<file path="config.mk">
export PLATFORM = sky130hd
export DESIGN_NAME = sp_ram_param_flat
export DESIGN_NICKNAME = d
export VERILOG_FILES = /design/src/rtl/sp_ram_pkg.sv /design/src/rtl/sp_ram_param_if.sv /design/src/rtl/sp_ram_core.sv /design/src/rtl/sp_ram_param.sv /design/src/flat_wrapper.sv
export SDC_FILE = /design/constraint.sdc
export NUM_CORES = 1
export LEC_CHECK = 0
export ABC_AREA = 1
export ABC_CLOCK_PERIOD_IN_PS = 4170
export CORE_MARGIN = 10
export CORE_UTILIZATION = 40
export CTS_CLUSTER_SIZE = 8
export DETAILED_ROUTE_END_ITERATION = 8
export HOLD_SLACK_MARGIN = 0.1
export PLACE_DENSITY = 0.54
export SLEW_MARGIN = 10
export SYNTH_ARGS = -nofsm -noshare
export SYNTH_HDL_FRONTEND = slang
export SYNTH_SLANG_ARGS = --single-unit
</file>
<file path="constraint.sdc">
create_clock -name clk -period 4.17 [get_ports clk]
set_input_delay 1.251 -clock clk [delete_from_list [all_inputs] [get_ports clk]]
set_output_delay 1.251 -clock clk [all_outputs]
set_load 0.02 [all_outputs]
</file>
<file path="src/rtl/sp_ram_pkg.sv">
// +----------------------------------------------------------------------------+
// | Module      : sp_ram_pkg                                                   |
// | Description : Shared encodings, FSM state type and lane helper for sp_ram. |
// | Revision    : 1.0 - initial release                                        |
// +----------------------------------------------------------------------------+
`default_nettype none

package sp_ram_pkg;

    localparam logic [1:0] C_WR_NO_CHANGE   = 2'd0;
    localparam logic [1:0] C_WR_WRITE_FIRST = 2'd1;
    localparam logic [1:0] C_WR_READ_FIRST  = 2'd2;

    typedef enum logic [0:0] {
        ST_INIT = 1'b0,
        ST_RUN  = 1'b1
    } state_t;

    function automatic int lane_count(input int data_w);
        return data_w / 8;
    endfunction

endpackage

`default_nettype wire

</file>
<file path="src/rtl/sp_ram_param_if.sv">
// +----------------------------------------------------------------------------+
// | Module      : sp_ram_param_if                                              |
// | Description : Request / response bundle between a controller and the RAM. |
// | Revision    : 1.0 - initial release                                        |
// +----------------------------------------------------------------------------+
`default_nettype none

interface sp_ram_param_if
    import sp_ram_pkg::*;
#(
    parameter int DATA_W = 8,
    parameter int ADDR_W = 4
);

    logic                            clr;
    logic                            req_valid;
    logic                            req_ready;
    logic                            we;
    logic [lane_count(DATA_W)-1:0]   be;
    logic [ADDR_W-1:0]               addr;
    logic [DATA_W-1:0]               datain;
    logic [DATA_W-1:0]               dataout;
    logic                            rd_valid;
    logic                            busy;

    modport master (
        output clr, req_valid, we, be, addr, datain,
        input  req_ready, dataout, rd_valid, busy
    );

    modport slave (
        input  clr, req_valid, we, be, addr, datain,
        output req_ready, dataout, rd_valid, busy
    );

endinterface

`default_nettype wire

</file>
<file path="src/rtl/sp_ram_core.sv">
// +----------------------------------------------------------------------------+
// | Module      : sp_ram_core                                                  |
// | Description : Byte-enabled storage array with a registered read port.     |
// | Revision    : 1.0 - initial release                                        |
// +----------------------------------------------------------------------------+
`default_nettype none

module sp_ram_core
    import sp_ram_pkg::*;
#(
    parameter int DATA_W = 8,
    parameter int ADDR_W = 4
) (
    input  wire logic                            clk,
    input  wire logic                            we,
    input  wire logic [lane_count(DATA_W)-1:0]   be,
    input  wire logic                            re,
    input  wire logic [ADDR_W-1:0]               addr,
    input  wire logic [DATA_W-1:0]               wdata,
    output      logic [DATA_W-1:0]               rdata
);

    localparam int C_BE_W  = lane_count(DATA_W);
    localparam int C_DEPTH = 2 ** ADDR_W;

    logic [DATA_W-1:0] r_mem [C_DEPTH];

    // Read samples the array before this edge's write lands, so a same-cycle
    // write/read returns the old word.
    always_ff @(posedge clk) begin
        for (int i = 0; i < C_BE_W; i++) begin
            if (we && be[i]) begin
                r_mem[addr][8*i +: 8] <= wdata[8*i +: 8];
            end
        end
        if (re) begin
            rdata <= r_mem[addr];
        end
    end

endmodule

`default_nettype wire

</file>
<file path="src/rtl/sp_ram_param.sv">
// +----------------------------------------------------------------------------+
// | Module      : sp_ram_param                                                 |
// | Description : Parametrised single-port RAM with init sweep and handshake. |
// | Revision    : 1.0 - initial release                                        |
// +----------------------------------------------------------------------------+
`default_nettype none

module sp_ram_param
    import sp_ram_pkg::*;
#(
    parameter int               DATA_W   = 8,
    parameter int               ADDR_W   = 4,
    parameter int               RD_LAT   = 1,
    parameter logic [1:0]       WR_MODE  = C_WR_NO_CHANGE,
    parameter logic [DATA_W-1:0] INIT_VAL = '0
) (
    input wire logic      clk,
    input wire logic      rst,
    sp_ram_param_if.slave bus
);

    localparam int                C_BE_W     = lane_count(DATA_W);
    localparam logic [ADDR_W-1:0] C_LAST_PTR = '1;
    localparam bit                C_RD_BACK  = (WR_MODE != C_WR_NO_CHANGE);
    localparam bit                C_MERGE    = (WR_MODE == C_WR_WRITE_FIRST);

    state_t              r_state;
    state_t              w_state_nxt;
    logic [ADDR_W-1:0]   r_init_ptr;
    logic [ADDR_W-1:0]   w_init_ptr_nxt;
    logic                w_init;

    logic                w_accept;
    logic                w_wr_req;
    logic                w_rd_req;
    logic                w_pipe_in;

    logic                w_core_we;
    logic [C_BE_W-1:0]   w_core_be;
    logic [ADDR_W-1:0]   w_core_addr;
    logic [DATA_W-1:0]   w_core_wdata;
    logic [DATA_W-1:0]   w_core_rdata;

    logic                r_s1_valid;
    logic                r_s1_merge;
    logic [C_BE_W-1:0]   r_s1_be;
    logic [DATA_W-1:0]   r_s1_wdata;
    logic [DATA_W-1:0]   w_lane_mask;
    logic [DATA_W-1:0]   w_s1_word;

    always_ff @(posedge clk or posedge rst) begin
        if (rst) begin
            r_state    <= ST_INIT;
            r_init_ptr <= '0;
        end else begin
            r_state    <= w_state_nxt;
            r_init_ptr <= w_init_ptr_nxt;
        end
    end

    always_comb begin
        w_state_nxt    = r_state;
        w_init_ptr_nxt = r_init_ptr;
        case (r_state)
            ST_INIT: begin
                if (bus.clr) begin
                    w_init_ptr_nxt = '0;
                end else if (r_init_ptr == C_LAST_PTR) begin
                    w_state_nxt    = ST_RUN;
                    w_init_ptr_nxt = '0;
                end else begin
                    w_init_ptr_nxt = r_init_ptr + 1'b1;
                end
            end
            ST_RUN: begin
                if (bus.clr) begin
                    w_state_nxt    = ST_INIT;
                    w_init_ptr_nxt = '0;
                end
            end
            default: begin
                w_state_nxt    = ST_INIT;
                w_init_ptr_nxt = '0;
            end
        endcase
    end

    assign w_init        = (r_state == ST_INIT);
    assign bus.busy      = w_init;
    assign bus.req_ready = (r_state == ST_RUN) & ~bus.clr;

    assign w_accept  = bus.req_valid & bus.req_ready;
    assign w_wr_req  = w_accept & bus.we;
    assign w_rd_req  = w_accept & ~bus.we;
    assign w_pipe_in = w_rd_req | (w_wr_req & C_RD_BACK);

    // The sweep owns the array while busy; requests are never accepted then.
    assign w_core_we    = w_init | w_wr_req;
    assign w_core_be    = w_init ? {C_BE_W{1'b1}} : bus.be;
    assign w_core_addr  = w_init ? r_init_ptr : bus.addr;
    assign w_core_wdata = w_init ? INIT_VAL : bus.datain;

    sp_ram_core #(
        .DATA_W (DATA_W),
        .ADDR_W (ADDR_W)
    ) u_core (
        .clk   (clk),
        .we    (w_core_we),
        .be    (w_core_be),
        .re    (w_accept),
        .addr  (w_core_addr),
        .wdata (w_core_wdata),
        .rdata (w_core_rdata)
    );

    always_ff @(posedge clk or posedge rst) begin
        if (rst) begin
            r_s1_valid <= 1'b0;
            r_s1_merge <= 1'b0;
            r_s1_be    <= '0;
            r_s1_wdata <= '0;
        end else begin
            r_s1_valid <= w_pipe_in;
            r_s1_merge <= w_wr_req & C_MERGE;
            if (w_wr_req) begin
                r_s1_be    <= bus.be;
                r_s1_wdata <= bus.datain;
            end
        end
    end

    // Write-first read-back rebuilds the post-write word from the old word
    // the core returned plus the enabled lanes of the captured write data.
    always_comb begin
        w_lane_mask = '0;
        for (int i = 0; i < C_BE_W; i++) begin
            w_lane_mask[8*i +: 8] = {8{r_s1_be[i]}};
        end
    end

    assign w_s1_word = r_s1_merge ? ((w_core_rdata & ~w_lane_mask) | (r_s1_wdata & w_lane_mask))
                                  : w_core_rdata;

    generate
        if (RD_LAT == 2) begin : g_lat2
            logic              r_s2_valid;
            logic [DATA_W-1:0] r_dout;

            always_ff @(posedge clk or posedge rst) begin
                if (rst) begin
                    r_s2_valid <= 1'b0;
                    r_dout     <= '0;
                end else begin
                    r_s2_valid <= r_s1_valid;
                    if (r_s1_valid) begin
                        r_dout <= w_s1_word;
                    end
                end
            end

            assign bus.rd_valid = r_s2_valid;
            assign bus.dataout  = r_dout;
        end else begin : g_lat1
            logic [DATA_W-1:0] r_hold;
            logic [DATA_W-1:0] w_dout;

            // Core output register supplies the new word; r_hold keeps it
            // stable once the strobe drops.
            assign w_dout = r_s1_valid ? w_s1_word : r_hold;

            always_ff @(posedge clk or posedge rst) begin
                if (rst) begin
                    r_hold <= '0;
                end else begin
                    r_hold <= w_dout;
                end
            end

            assign bus.rd_valid = r_s1_valid;
            assign bus.dataout  = w_dout;
        end
    endgenerate

endmodule

`default_nettype wire
</file>
<file path="src/flat_wrapper.sv">
// flat-port wrapper written by rule: the top's interface ports become plain ports
module sp_ram_param_flat import sp_ram_pkg::*;
#(
    parameter int               DATA_W   = 8,
    parameter int               ADDR_W   = 4,
    parameter int               RD_LAT   = 1,
    parameter logic [1:0]       WR_MODE  = C_WR_NO_CHANGE,
    parameter logic [DATA_W-1:0] INIT_VAL = '0
)
  (clk, rst, bus_clr, bus_req_valid, bus_we, bus_be, bus_addr, bus_datain, bus_req_ready, bus_dataout, bus_rd_valid, bus_busy);
  sp_ram_param_if #(.DATA_W(DATA_W), .ADDR_W(ADDR_W)) bus_i ();
  input wire logic clk;
  input wire logic rst;
  input wire logic [$bits(bus_i.clr)-1:0] bus_clr;
  input wire logic [$bits(bus_i.req_valid)-1:0] bus_req_valid;
  input wire logic [$bits(bus_i.we)-1:0] bus_we;
  input wire logic [$bits(bus_i.be)-1:0] bus_be;
  input wire logic [$bits(bus_i.addr)-1:0] bus_addr;
  input wire logic [$bits(bus_i.datain)-1:0] bus_datain;
  output wire logic [$bits(bus_i.req_ready)-1:0] bus_req_ready;
  output wire logic [$bits(bus_i.dataout)-1:0] bus_dataout;
  output wire logic [$bits(bus_i.rd_valid)-1:0] bus_rd_valid;
  output wire logic [$bits(bus_i.busy)-1:0] bus_busy;
  assign bus_i.clr = bus_clr;
  assign bus_i.req_valid = bus_req_valid;
  assign bus_i.we = bus_we;
  assign bus_i.be = bus_be;
  assign bus_i.addr = bus_addr;
  assign bus_i.datain = bus_datain;
  assign bus_req_ready = bus_i.req_ready;
  assign bus_dataout = bus_i.dataout;
  assign bus_rd_valid = bus_i.rd_valid;
  assign bus_busy = bus_i.busy;
  sp_ram_param #(.DATA_W(DATA_W), .ADDR_W(ADDR_W), .RD_LAT(RD_LAT), .WR_MODE(WR_MODE), .INIT_VAL(INIT_VAL)) u_core (.clk(clk), .rst(rst), .bus(bus_i));
endmodule
</file>
---- After elaboration in Yosys (flattened, before gate mapping) ----
Memory sizes are Yosys's and may differ from the RTL's. A register that Yosys moved wholly into a read port is not among the register bits.
Index checks and enable logic that the tools add are counted.
cells by class
  add/sub/neg operators ................... 1
  equal/unequal tests ..................... 2
  mux-type cells .......................... 14
  bitwise operators ....................... 8
  reductions and logical operators ........ 1
operators by type and width
  cell                                           count
  2-to-1 mux 4 bit                               4
  2-to-1 mux 8 bit                               2
  case mux 4 bit (2 select lines)                1
  2-to-1 mux 1 bit                               6
  adder 4 x 1 -> 4 bit (second input constant)   1
  AND 1 bit                                      4
  == test 4 bit (second input constant)          1
  inverter 1 bit                                 3
  inequality test 2 bit (second input constant)  1
  case mux 1 bit (2 select lines)                1
  logical AND 1 bit                              1
  OR 1 bit                                       1
word-level totals
  register bits ........................... 14
  memory bits (writable) .................. 128
  input port bits ......................... 18
  output and inout port bits .............. 11
  logic and storage cells ................. 31
  memories kept ........................... 1
memories
  memory               words  width  rd ports  clocked after Yosys merged registers in  wr ports  RTL line           RTL
  u_core.u_core.r_mem  16     8      1         1                                        1         sp_ram_core.sv:26  logic [DATA_W-1:0] r_mem [C_DEPTH];

---- Longest topological paths before layout ----
Gate-level depths: netlist (run 1).
  depth in word-level cells ............... 8
  mapped depth ............................ 14
  depth with buffers taken out ............ 11

---- Modules after synthesis ----
From an unflattened synthesis (run 1), not the netlist that was laid out.
unflattened totals
  cell total of the unflattened synthesis .. 636
  area, all modules ....................... 6478.7 µm²
by module, submodules not included
  module        times used  cells each  area an instance (µm²)  sequential area each (µm²)
  sp_ram_core   1           550         5684.2                  4083.9
  sp_ram_param  1           86          794.5                   350.3

---- Worst setup path before layout (run 1) ----
OpenSTA, ideal clock, no wires.
  path kind ............................... input -> register
  from .................................... input port bus_clr
  to ...................................... memory u_core.u_core.r_mem[10][0], enable pin
  setup time .............................. 0.383 ns
  data arrival time ....................... 2.757 ns
  data required time ...................... 3.787 ns
  slack ................................... 1.030 ns
  cell stages on the path ................. 6
  buffers on the path ..................... 1
  cells stage by stage .................... inv_1 -> nand2_1 -> nor2_2 -> a31oi_2 -> buf_2 -> nor3_1
between the ends
  longest elaborated chain between the ends .. 8
ends and longest elaborated chain
  what                                    RTL line            RTL
  from (decl)                             flat_wrapper.sv:14  input wire logic [$bits(bus_i.clr)-1:0] bus_clr;
  inverter 1 bit                          sp_ram_param.sv:90  assign bus.req_ready = (r_state == ST_RUN) & ~bus.clr;
  AND 1 bit                               sp_ram_param.sv:90
  AND 1 bit                               sp_ram_param.sv:92  assign w_accept = bus.req_valid & bus.req_ready;
  AND 1 bit                               sp_ram_param.sv:93  assign w_wr_req = w_accept & bus.we;
  OR 1 bit                                sp_ram_param.sv:98  assign w_core_we = w_init | w_wr_req;
  logical AND 1 bit                       sp_ram_core.sv:32   if (we && be[i]) begin
  2-to-1 mux 1 bit                        sp_ram_core.sv:32
  2-to-1 mux 1 bit (not written as such)  sp_ram_core.sv:33   r_mem[addr][8*i +: 8] <= wdata[8*i +: 8];
  to (decl)                               sp_ram_core.sv:26
Every way passes these cells.

---- Worst setup path in the final report (run 1) ----
  from .................................... input port bus_clr
  to ...................................... output port bus_req_ready
between the ends
  longest elaborated chain between the ends .. 2
ends and longest elaborated chain
  what            RTL line            RTL
  inverter 1 bit  sp_ram_param.sv:90
  AND 1 bit       sp_ram_param.sv:90
  to (decl)       flat_wrapper.sv:20  output wire logic [$bits(bus_i.req_ready)-1:0] bus_req_ready;
Every way passes these cells.

==> results of run 1 <==
[metal layers]
layer	routed length, um	share of wire (%)	up-vias	GRT usage (%)
met5	0	0	-	0
met4	270	1.7	0	5.888
met3	1006	6.4	22	4.157
met2	7396	47	129	22.99
met1	7066	45	2133	19.22
li1	-	-	2180	-
[layout make-up]
cell class              instances  area share (%)
flip-flops and latches        150           57.25
multi-input cells             417           23.99
clock inverters                15           1.971
clock buffers                  17           5.493
well taps                     220           3.554
inverters                      39           1.987
repair buffers                 50           5.751
[Yosys cell counts, types with 2 or more instances]
library cell / number / area share, %
dfrtp_1: 14 / 5.3
edfxtp_1: 136 / 62
o21ai_0: 2 / 0.15
mux2_2: 8 / 1.4
nor3_2: 2 / 0.30
nand2_2: 5 / 0.47
a21oi_1: 3 / 0.23
inv_2: 5 / 0.28
nor2_8: 2 / 0.60
buf_6: 5 / 0.85
nor3_1: 15 / 1.1
buf_2: 17 / 1.3
nand3_1: 67 / 5.1
nand2_1: 301 / 17
inv_1: 32 / 1.8
nor2_2: 2 / 0.19
buf_4: 5 / 0.57
[cell families (layout without fill, tap and decap cells)]
| logic type | Yosys count | count (layout) |
|---|---|---|
| adders and majority gates | 1 | 1 |
| DFF | 150 | 150 |
| buffers and inverters | 67 | 121 |
| xor gates and xnor gates | 1 | 1 |
| and+or+nand+nor | 398 | 398 |
| AOI/OAI and AO/OA | 9 | 9 |
| muxes | 8 | 8 |
[power breakdown]
part	switching (mW)	total, mW	internal [mW]
Clock	0.617	1.50	0.880
Combinational	0.171	0.257	0.0855
Sequential	0.00989	1.67	1.66
[sequential cells by signal, summed over array words and instances (netlist names)]
register and count:
u_core.u_core.rdata 8, u_core.u_core.r_mem 128, u_core.r_init_ptr 4, u_core.g_lat1.r_hold 8
u_core.r_state 1, u_core.bus.rd_valid 1
[per-stage QoR]
stage	worst slack, ps	std cells	hold slack (ps)	cell area, um2	power (mW)
2_1_floorplan	1030	634	539.5	6629	1.872
3_3_place_gp	248.4	876	482.6	7167	1.953
3_5_place_dp	246.7	876	484.5	7167	1.956
4_1_cts	240.2	908	502.1	7745	3.445
5_1_grt	176.4	908	522.4	7745	3.557
6_report	245.9	908	494.5	7745	3.421
[worst paths after layout]
kind                                               from                   endpoint  slack (ps)  cells past startpoint
min in group asynchronous                           rst       u_core.r_init_ptr[2]        1170                      2
max in group asynchronous                           rst    u_core.g_lat1.r_hold[2]        2650                      2
worst max-delay path                            bus_clr              bus_req_ready         250                      5
worst min register to register  u_core.g_lat1.r_hold[3]    u_core.g_lat1.r_hold[3]         490                      1
worst min-delay path            u_core.g_lat1.r_hold[3]    u_core.g_lat1.r_hold[3]         490                      1
worst max register to register           u_core.r_state  u_core.u_core.r_mem[6][7]        1230                      3
[critical path, delay by kind of cell]
kind	cells	cell delay (ps)
buf+inv	4	1310
simple gates	1	110
==> flow_metrics.env, run 1 <==
export IMPL_critical_path_class="input pin to primary output"
export IMPL_mostFrequentLayoutCells="nand2_1 (301), edfxtp_1 (136), nand3_1 (67)"
export IMPL_synthSimpleGateAreaFrac_pct=25.29
export IMPL_fp_dieW_um=148.7
export IMPL_required_ps=2920
export IMPL_ir_drop_uv=287.9
export IMPL_synth_mux_area_share_pct=1.359
export IMPL_fin_skew_ps=4.582
export IMPL_syn_avg_cell_area_um2=10.46
export IMPL_cpPeakStageDelay_ps=610
export IMPL_finalSetupViolCount=0
export IMPL_grt_max_degree=58
export IMPL_syn_nets=653
export IMPL_place_congestion=0.8345
export IMPL_syn_instance_count=634
export IMPL_finalCritPeriodShare_pct=94.10
export IMPL_slowest_stage="clkdlybuf4s50_1"
export IMPL_final_nets=694
export IMPL_cp_start_kind="input pin"
export IMPL_synth_compound_area_share_pct=1.057
export IMPL_multi_input_area_um2=1858
export IMPL_worst_pin_slew_ps=1013
export IMPL_leakagePower_nw=3.324
export IMPL_initial_core_util_pct=40.40
export IMPL_grt_first_pass_wirelength_um=24850
export IMPL_rows=47
export IMPL_grt_pass1_vias=4374
export IMPL_insertedDiodeCount=0
export IMPL_drt_total_wl_um=15740
export IMPL_postRouteAntennaNets=0
export IMPL_drtIter0Drc=260
export IMPL_ctsHoldBuffers=0
export IMPL_core_area_um2=16410
export IMPL_synthArstFlopShare_pct=9.333
export IMPL_synth_cell_types=30
export IMPL_regArea_um2=4434
export IMPL_synth_seq_cells=150
export IMPL_clock_path_buffers=2
export IMPL_worstPathCellList="clkdlybuf4s50_1 -> inv_1 -> nand2_1 -> inv_1 -> clkdlybuf4s50_1"
export IMPL_synth_seq_area_share_pct=66.89
export IMPL_fp_dieH_um=148.7
export IMPL_drc=0
export IMPL_synthesis_area_um2=6629
export IMPL_cts_root_buf="clkbuf_16"
export IMPL_utilization_pct=47.21
export IMPL_insertion_delay_ps=430
export IMPL_endpoint_kind="primary output"
export IMPL_path_max_fanout=4
export IMPL_clock_fmax_ghz=0.2548
export IMPL_run_status="completed"
export IMPL_layout_drive_gt1_share_pct=11.92
export IMPL_dp_final_hpwl_um=9977
export IMPL_cts_htree_levels=4
export IMPL_antenna_found_initial=0
export IMPL_first_pass_iters=5
export IMPL_grtUsageTotal_pct=14.80
export IMPL_cellPowerDensity_nw_per_um2=441.7
export IMPL_tns_ps=0
export IMPL_clkTransAtPathRegs_ps=60
export IMPL_clock_sinks=150
export IMPL_slew_violations=0
export IMPL_wl_per_cell_um=17.33
export IMPL_num_vias=4464
export IMPL_postCtsResizedCells=0
export IMPL_fillerInstances=1508
export IMPL_drv_cap=0
export IMPL_relSlewSlack_pct=32.49
export IMPL_vias_per_cell=4.916
export IMPL_grt_overflow_total=0
export IMPL_arrival_ps=2670
export IMPL_hold_viol_final=0
export IMPL_post_cts_buffers=0
export IMPL_synth_edf_count=136
export IMPL_syn2layout_area_growth_pct=16.84
export IMPL_synth_fa_ha_area_share_pct=0.1888
export IMPL_synth_xor_area_share_pct=0.1321
export IMPL_synth_top_family_by_area="simple AND/OR/NAND/NOR gates"
export IMPL_cts_tree="done"
export IMPL_yosys_warnings=0
export IMPL_fp_dieArea_um2=22120
export IMPL_rsz0062_at_grt="no"
export IMPL_synthFlopType="edfxtp_1"
export IMPL_fin_crit_ps=3924
export IMPL_cts_buffers=17
export IMPL_hp_class="register to register"
export IMPL_ios=29
export IMPL_layout_commonest_cell="nand2_1"
export IMPL_io_buffers=28
Note: power is estimated with default switching activity, not from simulation.
==> inputs of run 2 (changes only) <==
--- a/config.mk
+++ b/config.mk
@@ -9,7 +9,6 @@
 export ABC_CLOCK_PERIOD_IN_PS = 4170
 export CORE_MARGIN = 10
 export CORE_UTILIZATION = 40
-export CTS_CLUSTER_SIZE = 8
 export DETAILED_ROUTE_END_ITERATION = 8
 export HOLD_SLACK_MARGIN = 0.1
 export PLACE_DENSITY = 0.54
==> results of run 2 <==
No change in the layout: final DEF, timing and power equal those of run 1.
